### config.mk
export PLATFORM = sky130hd
export DESIGN_NAME = icache
export DESIGN_NICKNAME = d
export VERILOG_FILES = /design/src/rtl/cpu_types_pkg.sv /design/src/rtl/icache_frame_array.sv /design/src/rtl/icache.sv
export SDC_FILE = /design/constraint.sdc
export NUM_CORES = 1
export LEC_CHECK = 0
export CAP_MARGIN = 30
export CORE_MARGIN = 4
export CORE_UTILIZATION = 55
export CTS_CLUSTER_DIAMETER = 200
export DETAILED_ROUTE_END_ITERATION = 16
export MAX_ROUTING_LAYER = met4
export PLACE_DENSITY = 0.83
export REMOVE_ABC_BUFFERS = 1
export SKIP_CTS_REPAIR_TIMING = 1
export SYNTH_ARGS = -nofsm -noshare
export SYNTH_HDL_FRONTEND = slang
export SYNTH_SLANG_ARGS = --single-unit
### constraint.sdc
create_clock -name CLK -period 5.5 [get_ports CLK]
set_clock_uncertainty 0.1 [all_clocks]
set_input_delay 1.1 -clock CLK [delete_from_list [all_inputs] [get_ports CLK]]
set_output_delay 1.1 -clock CLK [all_outputs]
set_load 0.01 [all_outputs]
### src/rtl/cpu_types_pkg.sv
// Shared CPU datapath types, including the instruction-cache state, frame layout and
// address-split widths.
package cpu_types_pkg;

    typedef logic [31:0] word_t;

    // Default geometry. Modules with a different SETS derive their own widths with icache_idx_w().
    localparam int ICACHE_SETS      = 16;
    localparam int ICACHE_IDX_W     = $clog2(ICACHE_SETS);
    localparam int ICACHE_TAG_W     = 30 - ICACHE_IDX_W;
    localparam int ICACHE_TAG_MAX_W = 29;

    // Tags are stored at the width needed by the smallest legal cache (2 sets).
    // Narrower tags are zero-extended, so their upper storage bits stay constant.
    typedef logic [ICACHE_TAG_MAX_W-1:0] icache_tag_t;

    typedef enum logic {
        IDLE  = 1'b0,
        FETCH = 1'b1
    } icache_state_t;

    typedef struct packed {
        logic        valid;
        icache_tag_t tag;
        word_t       data;
    } icache_frame_t;

    function automatic int icache_idx_w(input int sets);
        return $clog2(sets);
    endfunction

endpackage

### src/rtl/icache_frame_array.sv
// Frame storage for the icache. It provides one combinational read port, one
// synchronous write port, and a bulk valid-clear.
module icache_frame_array
    import cpu_types_pkg::*;
#(
    parameter int SETS  = 16,
    parameter int IDX_W = icache_idx_w(SETS)
) (
    input  logic              clk_i,
    input  logic              rst_ni,
    input  logic [IDX_W-1:0]  rd_idx_i,
    output icache_frame_t     rd_frame_o,
    input  logic              wr_en_i,
    input  logic [IDX_W-1:0]  wr_idx_i,
    input  icache_frame_t     wr_frame_i,
    input  logic              clr_all_i
);

    logic [SETS-1:0] valid_q;
    logic [SETS-1:0] valid_d;
    icache_tag_t     tag_q  [SETS];
    word_t           data_q [SETS];

    // The bulk clear is applied after the write, so a fill on the same edge ends up invalid.
    always_comb begin
        valid_d = valid_q;
        if (wr_en_i) begin
            valid_d[wr_idx_i] = wr_frame_i.valid;
        end
        if (clr_all_i) begin
            valid_d = '0;
        end
    end

    always_ff @(posedge clk_i or negedge rst_ni) begin
        if (!rst_ni) begin
            valid_q <= '0;
        end else begin
            valid_q <= valid_d;
        end
    end

    always_ff @(posedge clk_i) begin
        if (wr_en_i) begin
            tag_q[wr_idx_i]  <= wr_frame_i.tag;
            data_q[wr_idx_i] <= wr_frame_i.data;
        end
    end

    assign rd_frame_o = '{valid: valid_q[rd_idx_i],
                          tag:   tag_q[rd_idx_i],
                          data:  data_q[rd_idx_i]};

endmodule

### src/rtl/icache.sv
// Direct-mapped, single-word-block, read-only instruction cache.
// Optional hit/miss counters are built in when ICACHE_STATS_EN is defined.
module icache
    import cpu_types_pkg::*;
#(
    parameter int SETS  = 16,
    parameter int CNT_W = 32
) (
    input  logic             CLK,
    input  logic             nRST,
    input  logic             imemREN,
    input  word_t            imemaddr,
    output logic             ihit,
    output word_t            imemload,
    input  logic             inv_all,
    output logic             iREN,
    output word_t            iaddr,
    input  logic             iwait,
    input  word_t            iload
`ifdef ICACHE_STATS_EN
    ,
    output logic [CNT_W-1:0] hit_count,
    output logic [CNT_W-1:0] miss_count
`endif
);

    localparam int IDX_W = icache_idx_w(SETS);
    localparam int TAG_W = 30 - IDX_W;

    icache_state_t      state_q;
    word_t              miss_addr_q;
    logic [IDX_W-1:0]   req_idx;
    logic [IDX_W-1:0]   fill_idx;
    logic [TAG_W-1:0]   req_tag;
    logic [TAG_W-1:0]   fill_tag;
    icache_frame_t      rd_frame;
    icache_frame_t      wr_frame;
    logic               miss;
    logic               fill;
    logic [1:0]         unused_addr_bits;

    assign unused_addr_bits = imemaddr[1:0];
    assign req_idx          = imemaddr[IDX_W+1:2];
    assign req_tag          = imemaddr[31:IDX_W+2];
    assign fill_idx         = miss_addr_q[IDX_W+1:2];
    assign fill_tag         = miss_addr_q[31:IDX_W+2];

    // Hits are answered only from IDLE. Responses never depend on iwait or iload.
    assign ihit     = (state_q == IDLE) && imemREN && rd_frame.valid
                      && (rd_frame.tag == icache_tag_t'(req_tag));
    assign imemload = rd_frame.data;
    assign miss     = (state_q == IDLE) && imemREN && !ihit;
    assign fill     = (state_q == FETCH) && !iwait;
    assign wr_frame = '{valid: 1'b1, tag: icache_tag_t'(fill_tag), data: iload};

    assign iREN  = (state_q == FETCH);
    assign iaddr = iREN ? miss_addr_q : '0;

    icache_frame_array #(
        .SETS  (SETS),
        .IDX_W (IDX_W)
    ) u_frames (
        .clk_i      (CLK),
        .rst_ni     (nRST),
        .rd_idx_i   (req_idx),
        .rd_frame_o (rd_frame),
        .wr_en_i    (fill),
        .wr_idx_i   (fill_idx),
        .wr_frame_i (wr_frame),
        .clr_all_i  (inv_all)
    );

    // Once a miss is latched, the read always runs to completion, whatever the pipeline does meanwhile.
    always_ff @(posedge CLK or negedge nRST) begin
        if (!nRST) begin
            state_q     <= IDLE;
            miss_addr_q <= '0;
        end else begin
            case (state_q)
                IDLE: begin
                    if (miss) begin
                        miss_addr_q <= {imemaddr[31:2], 2'b00};
                        state_q     <= FETCH;
                    end
                end
                FETCH: begin
                    if (!iwait) begin
                        state_q <= IDLE;
                    end
                end
                default: state_q <= IDLE;
            endcase
        end
    end

`ifdef ICACHE_STATS_EN
    logic [CNT_W-1:0] hit_count_q;
    logic [CNT_W-1:0] miss_count_q;

    always_ff @(posedge CLK or negedge nRST) begin
        if (!nRST) begin
            hit_count_q  <= '0;
            miss_count_q <= '0;
        end else begin
            if (ihit) begin
                hit_count_q <= hit_count_q + CNT_W'(1);
            end
            if (miss) begin
                miss_count_q <= miss_count_q + CNT_W'(1);
            end
        end
    end

    assign hit_count  = hit_count_q;
    assign miss_count = miss_count_q;
`else
    localparam int unused_cnt_w = CNT_W;
`endif

    a_no_hit_in_fetch: assert property (@(posedge CLK) disable iff (!nRST)
        (state_q == FETCH) |-> !ihit);

    a_fetch_addr_stable: assert property (@(posedge CLK) disable iff (!nRST)
        (state_q == FETCH && iwait) |=> (iREN && iaddr == $past(iaddr)));

endmodule

Word-level counts from Yosys, hierarchy flattened --
Memory sizes are Yosys's and may differ from the RTL's. Index checks and enable logic that the tools add are counted.
Storage, ports and cells: register bits after elaboration 47, memory bits (writable) 928, input bits 69, output and inout bits 66, memories 2
Memory list:
- u_frames.data_q | depth 16, width 32, read ports 1, clocked after Yosys merged registers in 0, write ports 1, RTL line icache_frame_array.sv:22 | word_t data_q [SETS];
- u_frames.tag_q | depth 16, width 26, read ports 1, clocked after Yosys merged registers in 0, write ports 1, RTL line icache_frame_array.sv:21 | icache_tag_t tag_q [SETS];
Cells by class: order comparisons 3, eq/ne operators 1, multiplexer cells 12, bitwise logic cells 2, reductions and logical operators 10
Operators by type and width (number):
- 2-to-1 mux 16 bit | 2
- 2-to-1 mux 32 bit | 1
- equality test 29 x 26 -> 1 bit | 1
- bitwise OR 16 bit | 1
- less-than comparator 4 x 5 -> 1 bit, second input constant | 2
- logical AND 1 bit | 6
- 2-to-1 mux 1 bit | 6
- binary-select mux 1 bit (select 4 bit) | 1
- demux 1 bit (select 4 bit) | 1
- >= comparator 4 x 1 -> 1 bit, second input constant | 1
- logical NOT 1 bit | 2
- one-hot mux 1 bit (2 select lines) | 1
- AND reduction 2 bit | 1
- nonzero test 2 bit | 1
- NOT 1 bit | 1

Depth between registers and ports, before layout --
depth in word-level cells 8, gate-level depth with buffers 15

By module --
Synthesis repeated with hierarchy kept, for this count alone.
Unflattened totals: cells, all modules 1742, area, all modules 39171.3 sq um
By module, submodules not included:
- icache_frame_array | times used 1, cells each 1600, area each 37334.6 sq um, sequential area each 29708.5 sq um
- icache | times used 1, cells each 142, area each 1836.8 sq um, sequential area each 775.7 sq um

Worst setup path after synthesis --
OpenSTA, ideal clock, no wires.
path kind in2reg, start point input port iwait, end point memory u_frames.data_q[1][0] (netlist bit) (enable), library setup time 548 ps, data arrival time 5508 ps, required time 4852 ps, slack -656 ps, stages 2, buffers on the path 0, cell sequence or3_1 -> nor3_1
On the way: word-level cells in the longest chain between the ends 4
Ends and longest elaborated chain:
- start, declared | RTL line icache.sv:18 | input logic iwait,
- logical NOT 1 bit
- logical AND 1 bit | RTL line icache.sv:53 | assign fill = (state_q == FETCH) && !iwait;
- 2-to-1 mux 1 bit | RTL line icache_frame_array.sv:44 | if (wr_en_i) begin
- 2-to-1 mux 1 bit (not written as such) | RTL line icache_frame_array.sv:46 | data_q[wr_idx_i] <= wr_frame_i.data;
- end, declared | RTL line icache_frame_array.sv:22
No other way between the ends.

Worst setup path in the final report --
start point input port imemaddr[2], end point output port imemload[19]
On the way: word-level cells in the longest chain between the ends 1
Ends and longest elaborated chain:
- start, declared | RTL line icache.sv:12 | input word_t imemaddr,
- memory (16 x 32 bit)
- end, declared | RTL line icache.sv:14 | output word_t imemload,
No other way between the ends.

==> run summary <==
GLOBAL ROUTE
------------------------------------------------------------------------------------
Number of global-route vias before repair                                      19788
Total global routing track utilization                                        0.2668
Met3 capacity usage during global routing                                    0.04442
First-pass GRT wire length                                                  137.7 mm
GRT met2 Usage                                                                0.4349
Overall overflow remaining after global route                                      0
Met1 Resource Use GR                                                          0.3401
Antenna violations before repair                                                   3
Global route hottest layer                                                      met2
Maximum number of pins on one net before global-route repair                     115

CRITICAL PATH
------------------------------------------------------------------------------------
Peak fanout along the critical path                                               26
Critical path origin                                                     imemaddr[2]
Element type at the critical path start                                 primary input
Critical path start-end classification                                     in -> out
CP Capture Type                                                         primary output
Req. time, crit path                                                         4.30 ns
Arrival time worst endpoint                                                  4.13 ns
Launch instance of the worst register-to-register path                  u_frames.tag_q[11][17]$_DFFE_PP_

LAYOUT
------------------------------------------------------------------------------------
Final core utilization                                                        0.6559
Multi-input gate area in the final layout                                   8478 um2
Final instance area                                                        44360 um2
Layout Nets                                                                     1994
Area occupied by registers                                                 29040 um2
Non-filler cells in the finished layout                                         2876
Area growth from synthesis to layout                                          17.51%
Filler Cells Inserted                                                           3908
Fraction of final layout cells with drive strength greater than 1             0.2976

PLACE
------------------------------------------------------------------------------------
Post-DP Area                                                               41010 um2
Placed cell count                                                               2686
Final HPWL DP                                                               47.05 mm
Setup slack after placement                                               -0.2951 ns
Number of buffer cells added on primary ports                                    130
Weighted congestion at the end of routability-driven global placement         0.8407

SYNTHESIS
------------------------------------------------------------------------------------
Unique cell type count in the Yosys netlist                                       55
Cell type contributing the most total cell area after synthesis             edfxtp_1
Post-synthesis sequential area ratio                                          0.7693
Fraction of synthesized area in multiplexers                                  0.1774
Async SR Flop Fraction                                                       0.04821
Largest family of logic cells by synthesized area                       multiplexers
Most instantiated flip-flop cell in the synthesis netlist                   edfxtp_1
Top cells by area in the synthesized netlist                            edfxtp_1 74%, mux4_2 15%, dfrtp_1 3.1%, mux2_4 1.2%, mux2i_1 1.1%
Top cells by count, synth                                               928 x edfxtp_1, 249 x mux4_2, 57 x nor2_1
Synthesized-area fraction occupied by and/or/nand/nor cells                  0.02124
Top-area cell type share of the netlist area                                  0.7382
Dominant cell by count in the synthesized netlist                           edfxtp_1
Synthesized-area fraction occupied by xor and xnor cells                    0.006960
Post-synthesis instance area                                               37750 um2
Number of synthesized flops with an enable pin                                   928
Warning count from the yosys run                                                   0
Adder-cell share of the synthesized area                                           0
Post-synthesis compound-gate area fraction                                   0.01286
Post-Syn Instances                                                              1644
Post-synthesis sequential element count                                          975
Synth Area per Inst                                                        22.96 um2

FLOORPLANNING
------------------------------------------------------------------------------------
Die W                                                                       270.0 um
Core Rows                                                                         95
Placeable core region                                                      67630 um2
Vert. Die Dim                                                               270.0 um
Number of top-level design ports                                                 135
Overall die area                                                           72890 um2
Starting Density                                                              0.5582

CLOCKING
------------------------------------------------------------------------------------
Largest buffer count on any clock path                                             3
Clock buffer count from CTS                                                       94
CTS H-Tree Depth                                                                   3
Insertion delay to the later sink of the worst-skew pair                     0.66 ns
TritonCTS clock tree                                                            done
Root Driver                                                                clkbuf_16
Sink Count                                                                       975
Clk slew on worst S/H paths                                                  0.06 ns

POWER
------------------------------------------------------------------------------------
Portion of total power attributed to sequential cells                          0.538
Part of the power in combinational logic                                       0.082
P_leak                                                                      14.50 nW
Net switching fraction of the power                                           0.2273
Tot Pwr                                                                     16.39 mW
Power dissipated by switching net loads                                     3.725 mW
PwrDens                                                                 369.4 nW/um2
Worst vdd ir                                                               0.2353 mV
Internal Dissipation                                                        12.66 mW
Clock network fraction of total power                                          0.380

ROUTE
------------------------------------------------------------------------------------
DR vias/cell                                                                   6.784
Number of detailed-route iterations in the first pass                              5
Vias after detailed routing                                                    19510
Initial DRC Count                                                               2639
Routed WL per cell                                                          34.10 um
Post-detailed-route DRC marker count                                               0
Post-Route WL                                                               98.07 mm
Remaining antenna violation count                                                  0

STA
------------------------------------------------------------------------------------
Setup ws final                                                             0.1695 ns
Final Hold Viols                                                                   0
RSZ-0062 raised after global routing                                           false
Share of the clock period used by the worst path after layout                 0.9692
Final slew viol count                                                              0
Normalized max-slew margin                                                    0.3263
Highest Clock Rate                                                         187.6 MHz
# setup viols final                                                                0
Hold_ws                                                                    0.4308 ns
Crit path time final                                                        5.330 ns
Total negative slack for setup checks                                           0 ns
Slew of the pin with the lowest slew margin                                 1.011 ns

WORST HOLD PATH
------------------------------------------------------------------------------------
Class of the tightest hold or removal check                               reg -> reg
Hold Crit Start                                                         u_frames.valid_q[9]$_DFFE_PN0P_

RUN
------------------------------------------------------------------------------------
Count of maximum capacitance violations                                            0

RUN STATUS
------------------------------------------------------------------------------------
Result of the run                                                       finished clean

==> registers in the layout (all words and copies together) (netlist names) <==
| register | flops |
|---|---|
| miss_addr_q | 30 |
| iREN | 1 |
| u_frames.valid_q | 16 |
| u_frames.data_q | 512 |
| u_frames.tag_q | 416 |
==> placed cells by master, fill, tap and decap left out, types with 8 or more instances in the layout <==
cell type,n
clkdlybuf4s50_1,124
clkinv_1,21
nand2_1,18
clkbuf_1,24
clkbuf_16,104
nor2_4,12
mux4_1,8
and2_1,31
xnor2_1,11
mux2_4,29
xor2_1,19
a221oi_1,8
mux4_2,249
clkinv_2,10
a22o_1,8
buf_12,22
dfrtp_1,47
buf_4,109
edfxtp_1,928
nor2_1,43
mux2i_1,39
==> area by class of cell <==
class / count / share of cell area
antenna: 4 / 0.0002256
clock buffer: 125 / 0.05824
clock inverter: 45 / 0.007756
inverter: 4 / 0.0003949
multi-input combinational: 581 / 0.1911
sequential: 975 / 0.6547
tap: 873 / 0.02462
timing repair buffer: 269 / 0.06298
==> metal layers <==
metal	part of all wire	wire length, um
met5	0	0
met4	0.048	4719
met3	0.093	9090
met2	0.51	49930
met1	0.35	34320
==> power by group through the flow <==
stage | Clock (mW) | Sequential, mW | Combinational, mW
2_1_floorplan | 0 | 8.85 | 0.585
3_3_place_gp | 0 | 8.90 | 1.23
3_5_place_dp | 0 | 8.95 | 1.26
4_1_cts | 6.26 | 8.81 | 1.29
5_1_grt | 6.64 | 8.85 | 1.40
6_report | 6.23 | 8.82 | 1.34
==> final timing paths <==
| check | to | slack [ns] | cells past startpoint |
|---|---|---|---|
| max | imemload[19] | 0.17 | 7 |
| min | u_frames.valid_q[9]$_DFFE_PN0P_ | 0.43 | 2 |
| max reg2reg | miss_addr_q[24]$_DFFE_PN0P_ | 1.51 | 11 |
| min reg2reg | u_frames.valid_q[9]$_DFFE_PN0P_ | 0.43 | 2 |
| max in group asynchronous | miss_addr_q[15]$_DFFE_PN0P_ | 4.32 | 2 |
| min in group asynchronous | miss_addr_q[21]$_DFFE_PN0P_ | 0.47 | 2 |
==> cell families after synthesis <==
family,count (synthesis)
and+or+nand+nor,157
buffers and inverters,89
muxes,330
DFF,975
other,1
AOI/OAI and AO/OA,62
xor gates and xnor gates,30
==> worst max-delay path: stages <==
cell             delay, ns
clkbuf_16             0.16
buf_4                 0.30
buf_4                 0.35
buf_4                 0.51
mux4_2                0.60
mux4_2                0.54
clkdlybuf4s50_1       0.52
Power figures use the tool's default switching activity.
==> RTL change: new RTL, same flow settings <==
Build with the macro `ICACHE_STATS_EN` defined.
--- a/src/rtl/icache.sv
+++ b/src/rtl/icache.sv
@@ -1,5 +1,7 @@
 // Direct-mapped, single-word-block, read-only instruction cache.
 // Optional hit/miss counters are built in when ICACHE_STATS_EN is defined.
+`define ICACHE_STATS_EN
+
 module icache
     import cpu_types_pkg::*;
 #(
Behaviour (old outputs only; new: hit_count and miss_count): no difference found for any inputs over 4 cycles, from zero or initial values and one cycle with nRST low; that may be too few to reach the edited logic, so the function may still have changed.
==> RTL change against the original RTL <==
Sequential cell count grew 64; final cell count rose by 13%; synthesized area is 8.2% higher; die area grew 8.0%; count of clock-buffer cells in the layout up 14; routed wire length up 2.6%; worst setup slack worse by 0.13 ns; power grew 9.3%; clock power grew 16%; design area grew 8.1%.
==> RTL change: results (changes against the original RTL) <==
The flow ran to the end, and the final reports show no timing, DRC or antenna violations. For the number of nets in the layout, the log shows 2,279 (was 1,994). The startpoint of the worst setup timing path was imemaddr[3] (was imemaddr[2]).

Ranking of synthesized cells by instance count: sky130_fd_sc_hd__edfxtp_1, sky130_fd_sc_hd__mux4_2, sky130_fd_sc_hd__dfrtp_1, sky130_fd_sc_hd__xnor2_1, sky130_fd_sc_hd__nor2_1 (was sky130_fd_sc_hd__edfxtp_1, sky130_fd_sc_hd__mux4_2, sky130_fd_sc_hd__nor2_1, sky130_fd_sc_hd__dfrtp_1, sky130_fd_sc_hd__clkbuf_1). The reg-to-reg critical path endpoint is hit_count[30]$_DFFE_PN0P_ (was miss_addr_q[24]$_DFFE_PN0P_). For the post-detailed-placement half-perimeter wirelength, the log shows 53,800 um (was 47,100 um).

Endpoint of the worst hold-timing path: hit_count[31]$_DFFE_PN0P_ (was u_frames.valid_q[9]$_DFFE_PN0P_). The number of cells on the worst hold path was 1 (was 2); the filler cell count was 4,539 (was 3,908). The overall via count from detail_route came out at 21.2k (was 19.5k). The worst setup slack for register-to-register paths is 1.89 ns (was 1.51 ns), and the biggest cell delay along the critical path is 0.55 ns (was 0.60 ns). The tools report the end point of the critical path as ihit (was imemload[19]). Largest registers in the final layout: u_frames.data_q (512), u_frames.tag_q (416) (was u_frames.data_q (512), u_frames.tag_q (416), miss_addr_q (30)).

The run gives 283 uV (was 235 uV) as the peak ir drop on the vdd network. The global-route wire length before repair was 148,000 um (was 138,000 um); the total track usage was 26.7% (about the same). Beginning of the worst hold path: hit_count[31]$_DFFE_PN0P_ (was u_frames.valid_q[9]$_DFFE_PN0P_). The number of global-route vias before repair came out at 21.9k (was 19.8k). For the number of detailed-route iterations in the first pass, the log shows 6 (was 5). The largest net degree at the start of global routing was 60 (was 115).

The reg-to-reg critical path startpoint was u_frames.tag_q[13][15]$_DFFE_PP_ (was u_frames.tag_q[11][17]$_DFFE_PP_). The fraction of synthesis flops using an asynchronous set or reset pin works out to 10.7% (was 4.82%). The wire length per cell after detailed routing is 30.9 um (was 34.1 um), and the final worst setup slack is 0.0399 ns (was 0.170 ns).

The critical-path cell with the highest stage delay is sky130_fd_sc_hd__clkdlybuf4s50_1 (was sky130_fd_sc_hd__mux4_2). The sequential element share of the synthesized area came out at 75.0% (was 76.9%).
==> RTL change: cell families after synthesis <==
kind of cell / count (synthesis) / synth area share (%)
mux: 344 / 16.7
flops: 1039 / 75.0
buf+inv: 103 / 1.41
compound gates: 54 / 1.15
xor+xnor: 91 / 1.95
simple gates: 280 / 3.72
fa+ha+maj: 2 / 0.0612
other cells: 1 / 0.00918
==> RTL change: layout make-up <==
cell class / count / area (um^2) / share of cell area [%]
clock inverter: 53 / 649 / 1.35
inverter: 7 / 27.5 / 0.0574
antenna: 4 / 10.0 / 0.0209
timing repair buffer: 285 / 2800 / 5.85
sequential: 1039 / 30600 / 63.9
multi-input combinational: 773 / 9760 / 20.4
tap: 959 / 1200 / 2.50
clock buffer: 139 / 2860 / 5.95
==> RTL change: layer usage <==
metal	routed length, um	track usage (%)
met1	35600	33.7
met3	8800	4.31
met5	0	-
met4	3890	9.43
met2	52300	44.5
==> RTL change: stage by stage <==
step	setup TNS (ns)	cells	cell area, um^2	utilization [%]	hold WS (ns)
finish	0	3259	48000	65.4	0.377
global route	0	3259	48000	65.4	0.396
CTS	-0.0345	3254	47900	65.3	0.377
detailed placement	0	3062	44400	60.6	0.369
global placement	0	3062	44400	60.6	0.362
floorplan	-140.66	1819	40300	-	0.361
==> RTL change: report_power, final <==
part           leakage, uW  switching [uW]  internal, uW
sequential         0.00983             311          9030
combinational      0.00444             698           649
clock              0.00170            2970          4260
==> RTL change: critical path, delay by kind of cell <==
kind	cells	cell delay [ns]
AO/OA/AOI/OAI	4	1.36
buffers and inverters	3	0.98
AND/OR/NAND/NOR	3	0.72
